--- config.mk ---
export PLATFORM = sky130hd
export DESIGN_NAME = fifo_rd_upsizer
export DESIGN_NICKNAME = d
export VERILOG_FILES = /design/src/rtl/fifo_rd_upsizer.sv
export SDC_FILE = /design/constraint.sdc
export NUM_CORES = 1
export LEC_CHECK = 0
export ABC_AREA = 1
export CAP_MARGIN = 20
export CORE_MARGIN = 2
export CORE_UTILIZATION = 40
export CTS_CLUSTER_SIZE = 28
export DETAILED_ROUTE_END_ITERATION = 10
export PLACE_DENSITY_LB_ADDON = 0.12
export SLEW_MARGIN = 20
export SYNTH_ARGS = -nofsm -noshare
export SYNTH_HDL_FRONTEND = slang
export SYNTH_SLANG_ARGS = --single-unit
--- constraint.sdc ---
create_clock -name clk -period 4 [get_ports clk]
set_clock_uncertainty 0.1 [all_clocks]
set_input_delay 0.8 -clock clk [delete_from_list [all_inputs] [get_ports clk]]
set_output_delay 0.8 -clock clk [all_outputs]
set_load 0.01 [all_outputs]
--- src/rtl/fifo_rd_upsizer.sv ---
// Read-side consumer for the async FIFO: drains narrow words and packs RATIO of them
// into one wide word on a valid/ready output, with a flush that emits a partial word.
module fifo_rd_upsizer #(
  parameter  int DATA_WIDTH = 32,
  parameter  int RATIO      = 4,
  localparam int CNT_WIDTH  = $clog2(RATIO) + 1
) (
  input  logic                        clk,
  input  logic                        rst,
  input  logic                        fifoEmpty,
  input  logic [DATA_WIDTH-1:0]       fifoRData,
  output logic                        fifoREn,
  input  logic                        flush,
  output logic                        outValid,
  input  logic                        outReady,
  output logic [DATA_WIDTH*RATIO-1:0] outData,
  output logic [CNT_WIDTH-1:0]        outCount
);

  localparam int                   IDX_WIDTH = $clog2(RATIO);
  localparam logic [IDX_WIDTH-1:0] LAST_IDX  = IDX_WIDTH'(RATIO - 1);

  logic [DATA_WIDTH-1:0]       acc_q [RATIO-1];
  logic [IDX_WIDTH-1:0]        acc_cnt_q, acc_cnt_d;
  logic                        flush_pend_q, flush_pend_d;
  logic                        out_valid_q, out_valid_d;
  logic [DATA_WIDTH*RATIO-1:0] out_data_q, out_data_d;
  logic [CNT_WIDTH-1:0]        out_count_q, out_count_d;

  logic out_free, last_lane, rd_en, load_full, load_flush;

  assign out_free   = !out_valid_q || outReady;
  assign last_lane  = (acc_cnt_q == LAST_IDX);
  // The FIFO pointer is unguarded, so a read is only ever issued with data present.
  assign rd_en      = !rst && !fifoEmpty && !flush_pend_q && (!last_lane || out_free);
  assign load_full  = rd_en && last_lane;
  assign load_flush = flush_pend_q && out_free && (acc_cnt_q != '0);

  // NOTE: every variable gets a default at the top of always_comb so no latch is inferred.
  always_comb begin
    acc_cnt_d    = acc_cnt_q;
    flush_pend_d = flush_pend_q;
    out_valid_d  = out_valid_q;
    out_data_d   = out_data_q;
    out_count_d  = out_count_q;

    if (load_full || load_flush) begin
      acc_cnt_d = '0;
    end else if (rd_en) begin
      acc_cnt_d = acc_cnt_q + 1'b1;
    end

    // A pending flush retires once the partial word is out, or at once if nothing is held.
    if (flush_pend_q) begin
      flush_pend_d = !(load_flush || (acc_cnt_q == '0));
    end else begin
      flush_pend_d = flush;
    end

    if (load_full) begin
      out_data_d = '0;
      for (int i = 0; i < RATIO - 1; i++) begin
        out_data_d[i*DATA_WIDTH +: DATA_WIDTH] = acc_q[i];
      end
      out_data_d[(RATIO-1)*DATA_WIDTH +: DATA_WIDTH] = fifoRData;
      out_count_d = CNT_WIDTH'(RATIO);
      out_valid_d = 1'b1;
    end else if (load_flush) begin
      out_data_d = '0;
      for (int i = 0; i < RATIO - 1; i++) begin
        if (i < int'(acc_cnt_q)) begin
          out_data_d[i*DATA_WIDTH +: DATA_WIDTH] = acc_q[i];
        end
      end
      out_count_d = CNT_WIDTH'(acc_cnt_q);
      out_valid_d = 1'b1;
    end else if (outReady) begin
      out_valid_d = 1'b0;
    end
  end

  // NOTE: sequential state is written only with non-blocking assignments.
  always_ff @(posedge clk) begin
    if (rst) begin
      acc_cnt_q    <= '0;
      flush_pend_q <= 1'b0;
      out_valid_q  <= 1'b0;
      out_data_q   <= '0;
      out_count_q  <= '0;
    end else begin
      acc_cnt_q    <= acc_cnt_d;
      flush_pend_q <= flush_pend_d;
      out_valid_q  <= out_valid_d;
      out_data_q   <= out_data_d;
      out_count_q  <= out_count_d;
    end
  end

  // NOTE: the accumulator lanes have no reset; acc_cnt_q masks every lane not yet written.
  always_ff @(posedge clk) begin
    for (int i = 0; i < RATIO - 1; i++) begin
      if (rd_en && (acc_cnt_q == IDX_WIDTH'(i))) begin
        acc_q[i] <= fifoRData;
      end
    end
  end

  assign fifoREn  = rd_en;
  assign outValid = out_valid_q;
  assign outData  = out_data_q;
  assign outCount = out_count_q;

endmodule

* After elaboration in Yosys (flattened, before gate mapping)
Memory sizes are Yosys's and may differ from the RTL's.
Index checks and enable logic that the tools add are counted.
W data, S select, Z words.
** Storage, ports and cells
- Flip-flop bits (word level) :: 135
- Memory bits (writable) :: 96
- Bits of input ports :: 37
- Output and inout bits :: 133
- Word-level logic and storage cells :: 64
- Memories :: 1
** Operators by class
- Add/sub/neg operators :: 1
- Order comparisons :: 3
- Eq/ne operators :: 3
- Muxes and demuxes :: 23
- Reduce and logical (&&, ||, !) cells :: 27
** Memory list
- acc_q :: words 3, bits a word 32, read ports 3, clocked after Yosys merged registers in 0, write ports 1, RTL line 23 : logic [DATA_WIDTH-1:0] acc_q [RATIO-1];
** Operators with widths (number)
- $mux W128 :: 2
- $mux W32 :: 5
- $reduce_or A32 Y1 :: 2
- $mux W1 :: 12
- $logic_and A1 B1 Y1 :: 9
- $logic_not A1 Y1 :: 6
- $mux W3 :: 2
- $eq A2 B2 Y1 const B :: 2
- $logic_or A1 B1 Y1 :: 4
- $lt A1 B2 Y1 const A :: 2
- $mux W2 :: 2
- $reduce_bool A2 Y1 :: 2
- $reduce_or A2 Y1 :: 2
- $reduce_bool A3 Y1 :: 1
- $add A2 B1 Y2 const B :: 1
- $eq A2 B1 Y1 const B :: 1
- $logic_not A2 Y1 :: 1
- $lt A2 B2 Y1 const A :: 1

* Longest topological paths before layout
Gate-level depths: netlist (run 1).
- Depth after elaboration :: 10
- Gate-level depth with buffers :: 9
- Gate-level depth less buffers :: 8

* Least setup slack after synthesis (run 1)
Ideal clock, no wire load.
- Path kind :: in2reg
- Start :: in rst
- End :: mem acc_q[0][0] (enable)
- Setup time :: 0.421 ns
- Arrival :: 2.670 ns
- Required time :: 3.479 ns
- Setup slack :: 0.808 ns
- Cell stages on the path :: 4
- Cells stage by stage :: buf_2 nor3_1 nand2_1 nor2_1
** Between the ends
- Cells in the longest elaborated chain, start to end :: 10
- Elaborated cells on any way between the ends :: 19
- Classes of those cells :: mux (10); reduce/logical (9)
** Ends and longest elaborated chain
- start: declaration :: RTL line 9 : input logic rst,
- $logic_not A1 Y1 * :: RTL line 35 : assign rd_en = !rst && !fifoEmpty && !flush_pend_q && (!last_lane || out_free);
- $logic_and A1 B1 Y1 * (3 in a row) :: RTL line 35
- $logic_and A1 B1 Y1 :: RTL line 102 : if (rd_en && (acc_cnt_q == IDX_WIDTH'(i))) begin
- $mux W1 :: RTL line 102
- $mux W1 (implied by the code) :: RTL line 103 : acc_q[i] <= fifoRData;
- $reduce_or A32 Y1 (no line)
- $mux W2 (no line) or $mux W1 (tied branches) (2 in a row)
- end: declaration :: RTL line 23
Every way passes the cells marked *; elsewhere a longest branch is shown, timed or not.

* Worst setup path in the final report (run 1)
- Start :: in outReady
- End :: out fifoREn
** Between the ends
- Cells in the longest elaborated chain, start to end :: 3
** Ends and longest elaborated chain
- start: declaration :: RTL line 15 : input logic outReady,
- $logic_or A1 B1 Y1 :: RTL line 32 : assign out_free = !out_valid_q || outReady;
- $logic_or A1 B1 Y1 :: RTL line 35
- $logic_and A1 B1 Y1 :: RTL line 35
- end: declaration :: RTL line 12 : output logic fifoREn,
Every way passes these cells.

==> results_dict.tcl, run 1 <==
set metrics [dict create \
    dieArea_um2 22700 \
    worstReg2RegEnd "outData[89]" \
    clkTransAtPathRegs_ns 0.06 \
    crit_path_top_delay_cell "clkdlybuf4s50_1" \
    ioPinCount 170 \
    regArea_um2 5590 \
    numPortBuffers 169 \
    detail-route-antenna-nets 0 \
    required_ns 3.10 \
    ctsResizeCount 0 \
    synthMuxAreaShare_pct 0 \
    grt_use_total_pct 18.6 \
    finalSetupTns_ns 0 \
    avgViaCountPerCell 5.01 \
    synthAdderAreaFrac_pct 0.728 \
    cpMostUsedCell "inv_1" \
    drv_slew 0 \
    synth-simple-area-share_pct 24.4 \
    ys_async_sr_fraction_pct 0 \
    num_antenna_cells 0 \
    synth_top_family_by_area "simple AND/OR/NAND/NOR gates" \
    grt_max_degree 93 \
    powerDensity_nw_per_um2 447 \
    dp_hpwl_um 12700 \
    cts_buffer_depth 3 \
    period_needed_ns 3.41 \
    nets 1042 \
    multi_input_area_um2 2390 \
    critPathLaunch "outReady" \
    cap_violations 0 \
    clkPwrFrac_pct 46.4 \
    drc 0 \
    power_mw 5.05 \
    drt_iter0_markers 385 \
    critPathLaunchType "input pin" \
    hold_viol 0 \
    min_path_type "reg -> reg" \
    status "finished, final reports clean" \
    synth-edff-count 96 \
    synth-compound-area-share_pct 2.14 \
    arrival_ns 2.51 \
    slew_headroom_pct 32.3 \
    ys_warn_count 0 \
    crit_end "fifoREn" \
    yosysUniqueCellTypes 23 \
    cts.htree.levels 1 \
    slowest_delay_ns 0.54 \
    p_leak_nw 4.66 \
    syn_area_per_cell_um2 10.0 \
    clock_sinks 231 \
    nFillCells 1898 \
    cts_root_buffer "clkbuf_16" \
    place_congestion 0.751 \
    mostFrequentLayoutCells "203 x nand2_1, 168 x clkdlybuf4s50_1, 135 x dfxtp_1" \
    clk_latency_ns 0.51 \
    coreArea_um2 21100 \
    mostFrequentLayoutCell "nand2_1" \
    crit_type "in -> out" \
    drt-total-wl_um 21500 \
    core.rowCount 53 \
    vias 6484 \
    start_util_pct 40.8 \
    ys_seq_area_share_pct 65.0 \
    power_frac_comb_pct 4.0 \
    area_growth_pct 31.3 \
    cts_tree "yes" \
    ys_ff_latch 231 \
    switching_power_mw 1.04 \
    drive_gt1_share_pct 6.88 \
    syn_area_um2 8600 \
    syn_nets 899 \
    first_pass_iters 5 \
    cts_setup_buffers 0 \
    antenna_found_initial 0 \
    r2r_start "acc_cnt_q[1]" \
    synthFlopType "dfxtp_1" \
    grt_pass1_vias 6067 \
    fp.dieH_um 151 \
    grt_pass1_wl_um 33500 \
    final_area_um2 11300 \
    cts_buffers 25 \
    postCtsHoldBufs 0 \
    worst_pin_slew_ns 1.01 \
    syn_inst 857 \
    reg2reg_slack_ns 1.71 \
    power_frac_seq_pct 49.6 \
    grt_overflow 0 \
    clock.fmax_mhz 294 \
    end_kind "output pin" \
    synth_xor_xnor_area_share_pct 0 \
    rsz0062_at_grt "false" \
    cp_max_fo 6 \
    final-setup-viol-count 0 \
    dieWidth_um 151 \
    switching_share_pct 20.5 \
    avgRoutedWirePerCell_um 16.6 \
    path_cells "clkdlybuf4s50_1 -> inv_1 -> nand2_2 -> inv_1 -> nand2_1 -> nand2_1 -> inv_1 -> clkdlybuf4s50_1" \
    whs_ns 0.354 \
    min_period_over_period_pct 85.2 \
    placed_area_um2 10500 \
    vdd_drop_max_v 0.000321 \
    cell_internal_pwr_mw 4.01 \
    rr_worst_depth 7 \
]
==> cell usage after synthesis (5+ instances only) <==
cell | count | area [um^2]
nand3_1 | 59 | 295
buf_1 | 8 | 30.0
buf_4 | 10 | 75.1
buf_2 | 22 | 110
clkbuf_1 | 17 | 63.8
a21oi_1 | 35 | 175
nor2_1 | 66 | 248
dfxtp_1 | 135 | 2700
inv_1 | 73 | 274
nand2_1 | 203 | 762
edfxtp_1 | 96 | 2880
ha_1 | 5 | 62.6
buf_6 | 9 | 101
nand4_1 | 100 | 626
nand3_2 | 11 | 110
==> final cells by class <==
type / instances / share of cell area [%]
Clock buffer: 36 / 6.09
Clock inverter: 9 / 1.30
Inverter: 75 / 2.52
Multi-Input combinational cell: 485 / 21.2
Sequential cell: 231 / 49.5
Tap cell: 275 / 3.05
Timing Repair Buffer: 182 / 16.4
==> power groups by stage <==
stage | Clock [mW] | Sequential, mW | Combinational [mW]
floorplan | 0 | 2.56 | 0.0846
global placement | 0 | 2.55 | 0.202
detailed placement | 0 | 2.55 | 0.202
CTS | 2.40 | 2.50 | 0.203
global route | 2.48 | 2.51 | 0.219
finish | 2.34 | 2.50 | 0.200
==> registers in the layout, indices dropped and copies added (netlist names) <==
name / count
flush_pend_q: 1
outValid: 1
outCount: 3
acc_q: 96
outData: 128
acc_cnt_q: 2
==> how the worst min path moves through the flow <==
| stage | from | end | slack (ns) | depth (start not counted) |
|---|---|---|---|---|
| after global placement | acc_q[0][61] | outData[61] | 0.34 | 2 |
| after detailed placement | acc_q[0][39] | outData[39] | 0.35 | 2 |
| after floorplan | acc_q[0][32] | outData[32] | 0.34 | 2 |
| after global routing | acc_q[0][60] | outData[60] | 0.38 | 2 |
| final | acc_q[0][62] | outData[62] | 0.35 | 2 |
| after CTS | acc_q[0][62] | outData[62] | 0.36 | 2 |
==> worst max-delay path: cells and delay by family <==
family	cells	cell delay, ns
buf+inv	5	1.26
simple gates	3	0.45
==> metrics by stage <==
step	cells	setup slack (ns)	utilization (%)
after floorplan	857	0.808	-
after global placement	1248	0.614	49.6
after detailed placement	1248	0.583	49.6
after CTS	1293	0.566	53.5
after global routing	1293	0.441	53.5
final	1293	0.594	53.5
==> logic make-up (layout without fill, tap and decap cells) <==
group | Yosys count | in the layout
and+or+nand+nor | 444 | 444
DFF | 231 | 231
buffers and inverters | 141 | 302
AOI/OAI and AO/OA | 36 | 36
adders and majority gates | 5 | 5
==> routing by layer <==
metal  vias up  global-route usage (%)  share of wire, %
met5         -                       0                 0
met4         0                    3.93               1.4
met3        22                    2.67               5.6
met2       193                    31.2                48
met1      3103                    25.8                45
li1       3166                       -                 -
No activity file was read; power rests on OpenSTA's default activity.
==> run 2: changes to the inputs <==
--- a/config.mk
+++ b/config.mk
@@ -8,10 +8,10 @@
 export ABC_AREA = 1
 export CAP_MARGIN = 20
 export CORE_MARGIN = 2
-export CORE_UTILIZATION = 40
+export CORE_UTILIZATION = 51
 export CTS_CLUSTER_SIZE = 28
 export DETAILED_ROUTE_END_ITERATION = 10
-export PLACE_DENSITY_LB_ADDON = 0.12
+export PLACE_DENSITY = 0.76
 export SLEW_MARGIN = 20
 export SYNTH_ARGS = -nofsm -noshare
 export SYNTH_HDL_FRONTEND = slang
==> run 2 against run 1 <==
Net effect: sequential cell count unchanged; worst hold slack improved by 0.0087 ns; combinational power fell by 3%; sequential share of layout area up 0.65 points; setup slack better by 0.0016 ns; maximum frequency is essentially flat; wire length decreased by 6.8%; clock power down 3%; first-iteration DRC count fell by 1.6%; non-clock buffer count fell by 2; final area decreased by 1.3%; critical path type unchanged.
==> results_dict.tcl, run 2 (synthesized netlist as in run 1, its figures left out) <==
set metrics [dict create \
    placed_area_um2 10300 \
    coreArea_um2 16500 \
    powerDensity_nw_per_um2 447 \
    vias 6539 \
    cts.htree.levels 1 \
    cts_setup_buffers 0 \
    vdd_drop_max_v 0.000277 \
    place_congestion 0.784 \
    required_ns 3.10 \
    final_area_um2 11100 \
    slowest_delay_ns 0.54 \
    min_period_over_period_pct 85.1 \
    avgViaCountPerCell 5.30 \
    cts_root_buffer "clkbuf_16" \
    detail-route-antenna-nets 0 \
    whs_ns 0.363 \
    finalSetupTns_ns 0 \
    drt_iter0_markers 379 \
    mostFrequentLayoutCells "203 x nand2_1, 168 x clkdlybuf4s50_1, 135 x dfxtp_1" \
    slew_headroom_pct 32.7 \
    numPortBuffers 169 \
    worst_pin_slew_ns 1.01 \
    cts_tree "yes" \
    fp.dieH_um 134 \
    ctsResizeCount 0 \
    dp_hpwl_um 11800 \
    dieArea_um2 17900 \
    mostFrequentLayoutCell "nand2_1" \
    worst_slack_ns 0.595 \
    clkTransAtPathRegs_ns 0.06 \
    cts_buffers 23 \
    drv_slew 0 \
    clk_latency_ns 0.50 \
    cp_top_family "buffers and inverters" \
    nFillCells 1279 \
    multi_input_area_um2 2390 \
    period_needed_ns 3.40 \
    clock_sinks 231 \
    drt-total-wl_um 20000 \
    largest_register_ffs 128 \
    crit_path_top_delay_cell "clkdlybuf4s50_1" \
    grt_overflow 0 \
    crit_type "in -> out" \
    status "finished, final reports clean" \
    clock.fmax_mhz 294 \
    avgRoutedWirePerCell_um 16.2 \
    hold_viol 0 \
    cpMostUsedCell "inv_1" \
    power_mw 4.98 \
    ioPinCount 170 \
    arrival_ns 2.50 \
    num_antenna_cells 0 \
    drc 0 \
    min_path_type "reg -> reg" \
    r2r_start "acc_cnt_q[1]" \
    grt_pass1_wl_um 31600 \
    cp_max_fo 6 \
    drive_gt1_share_pct 6.71 \
    area_growth_pct 29.6 \
    first_pass_iters 5 \
    critPathLaunchType "input pin" \
    cp.buffers_inverters 5 \
    critPathLaunch "outReady" \
    p_leak_nw 4.62 \
    grt_max_degree 81 \
    grt_use_total_pct 21.8 \
    dp_slack_ns 0.584 \
    end_kind "output pin" \
    core.rowCount 47 \
    path_cells "clkdlybuf4s50_1 -> inv_1 -> nand2_2 -> inv_1 -> nand2_1 -> nand2_1 -> inv_1 -> clkdlybuf4s50_1" \
    cap_violations 0 \
    rsz0062_at_grt "false" \
    instances_no_fill 1233 \
    utilization_pct 67.4 \
    nets 1038 \
    dpl.cell_count 1191 \
    worstHoldStart "acc_q[0][43]" \
    grt_pass1_vias 6021 \
    dieWidth_um 134 \
    final-setup-viol-count 0 \
    start_util_pct 52.0 \
    postCtsHoldBufs 0 \
    antenna_found_initial 0 \
    regArea_um2 5590 \
    cts_buffer_depth 3 \
]
run 2: changes by cell type in the layout (fill, tap and decap cells not counted), sizes merged:
cell	previous run	this run
clkbuf	36	34
buf	14	12
clkinv	5	3
inv	75	76
run 2: layout make-up:
cell class	instances	area share, %
Sequential cell	231	50.1
Multi-Input combinational cell	485	21.5
Timing Repair Buffer	180	16.1
Clock buffer	34	5.99
Inverter	75	2.55
Tap cell	220	2.47
Clock inverter	8	1.27
run 2: worst paths after layout:
kind / to / slack (ns) / cells after the start
worst min-delay path: outData[43] / 0.36 / 2
worst max register to register: outData[74] / 1.61 / 7
worst min register to register: outData[43] / 0.36 / 2
worst max-delay path: fifoREn / 0.60 / 8
run 2: power by group:
| part | internal [mW] | total [mW] | switching, mW | leakage [nW] |
|---|---|---|---|---|
| registers | 2.49 | 2.50 | 0.0133 | 1.96 |
| logic | 0.0750 | 0.195 | 0.120 | 2.26 |
| clock network | 1.41 | 2.28 | 0.868 | 0.395 |
run 2: per-layer routing:
| metal | wire length (um) | global-route usage (%) | share of wire (%) |
|---|---|---|---|
| met1 | 8590 | 29.5 | 43 |
| met2 | 9750 | 36.8 | 49 |
| met3 | 1320 | 3.67 | 6.6 |
| met4 | 351 | 5.67 | 1.8 |
| met5 | 0 | 0 | 0 |
run 2: worst reg2reg max path: stages (launching register included):
cell and delay (ns):
dfxtp_1 0.45, inv_1 0.15, ha_1 0.20, inv_1 0.20, nand3_4 0.21, o21ai_4 0.77, nand2_1 0.17, nand2_1 0.10
==> run 3: changes to the inputs <==
--- a/config.mk
+++ b/config.mk
@@ -11,6 +11,7 @@
 export CORE_UTILIZATION = 51
 export CTS_CLUSTER_SIZE = 28
 export DETAILED_ROUTE_END_ITERATION = 10
+export GPL_ROUTABILITY_DRIVEN = 0
 export PLACE_DENSITY = 0.76
 export SLEW_MARGIN = 20
 export SYNTH_ARGS = -nofsm -noshare
==> results of run 3 <==
No change in the layout: final DEF, timing and power equal those of run 2.
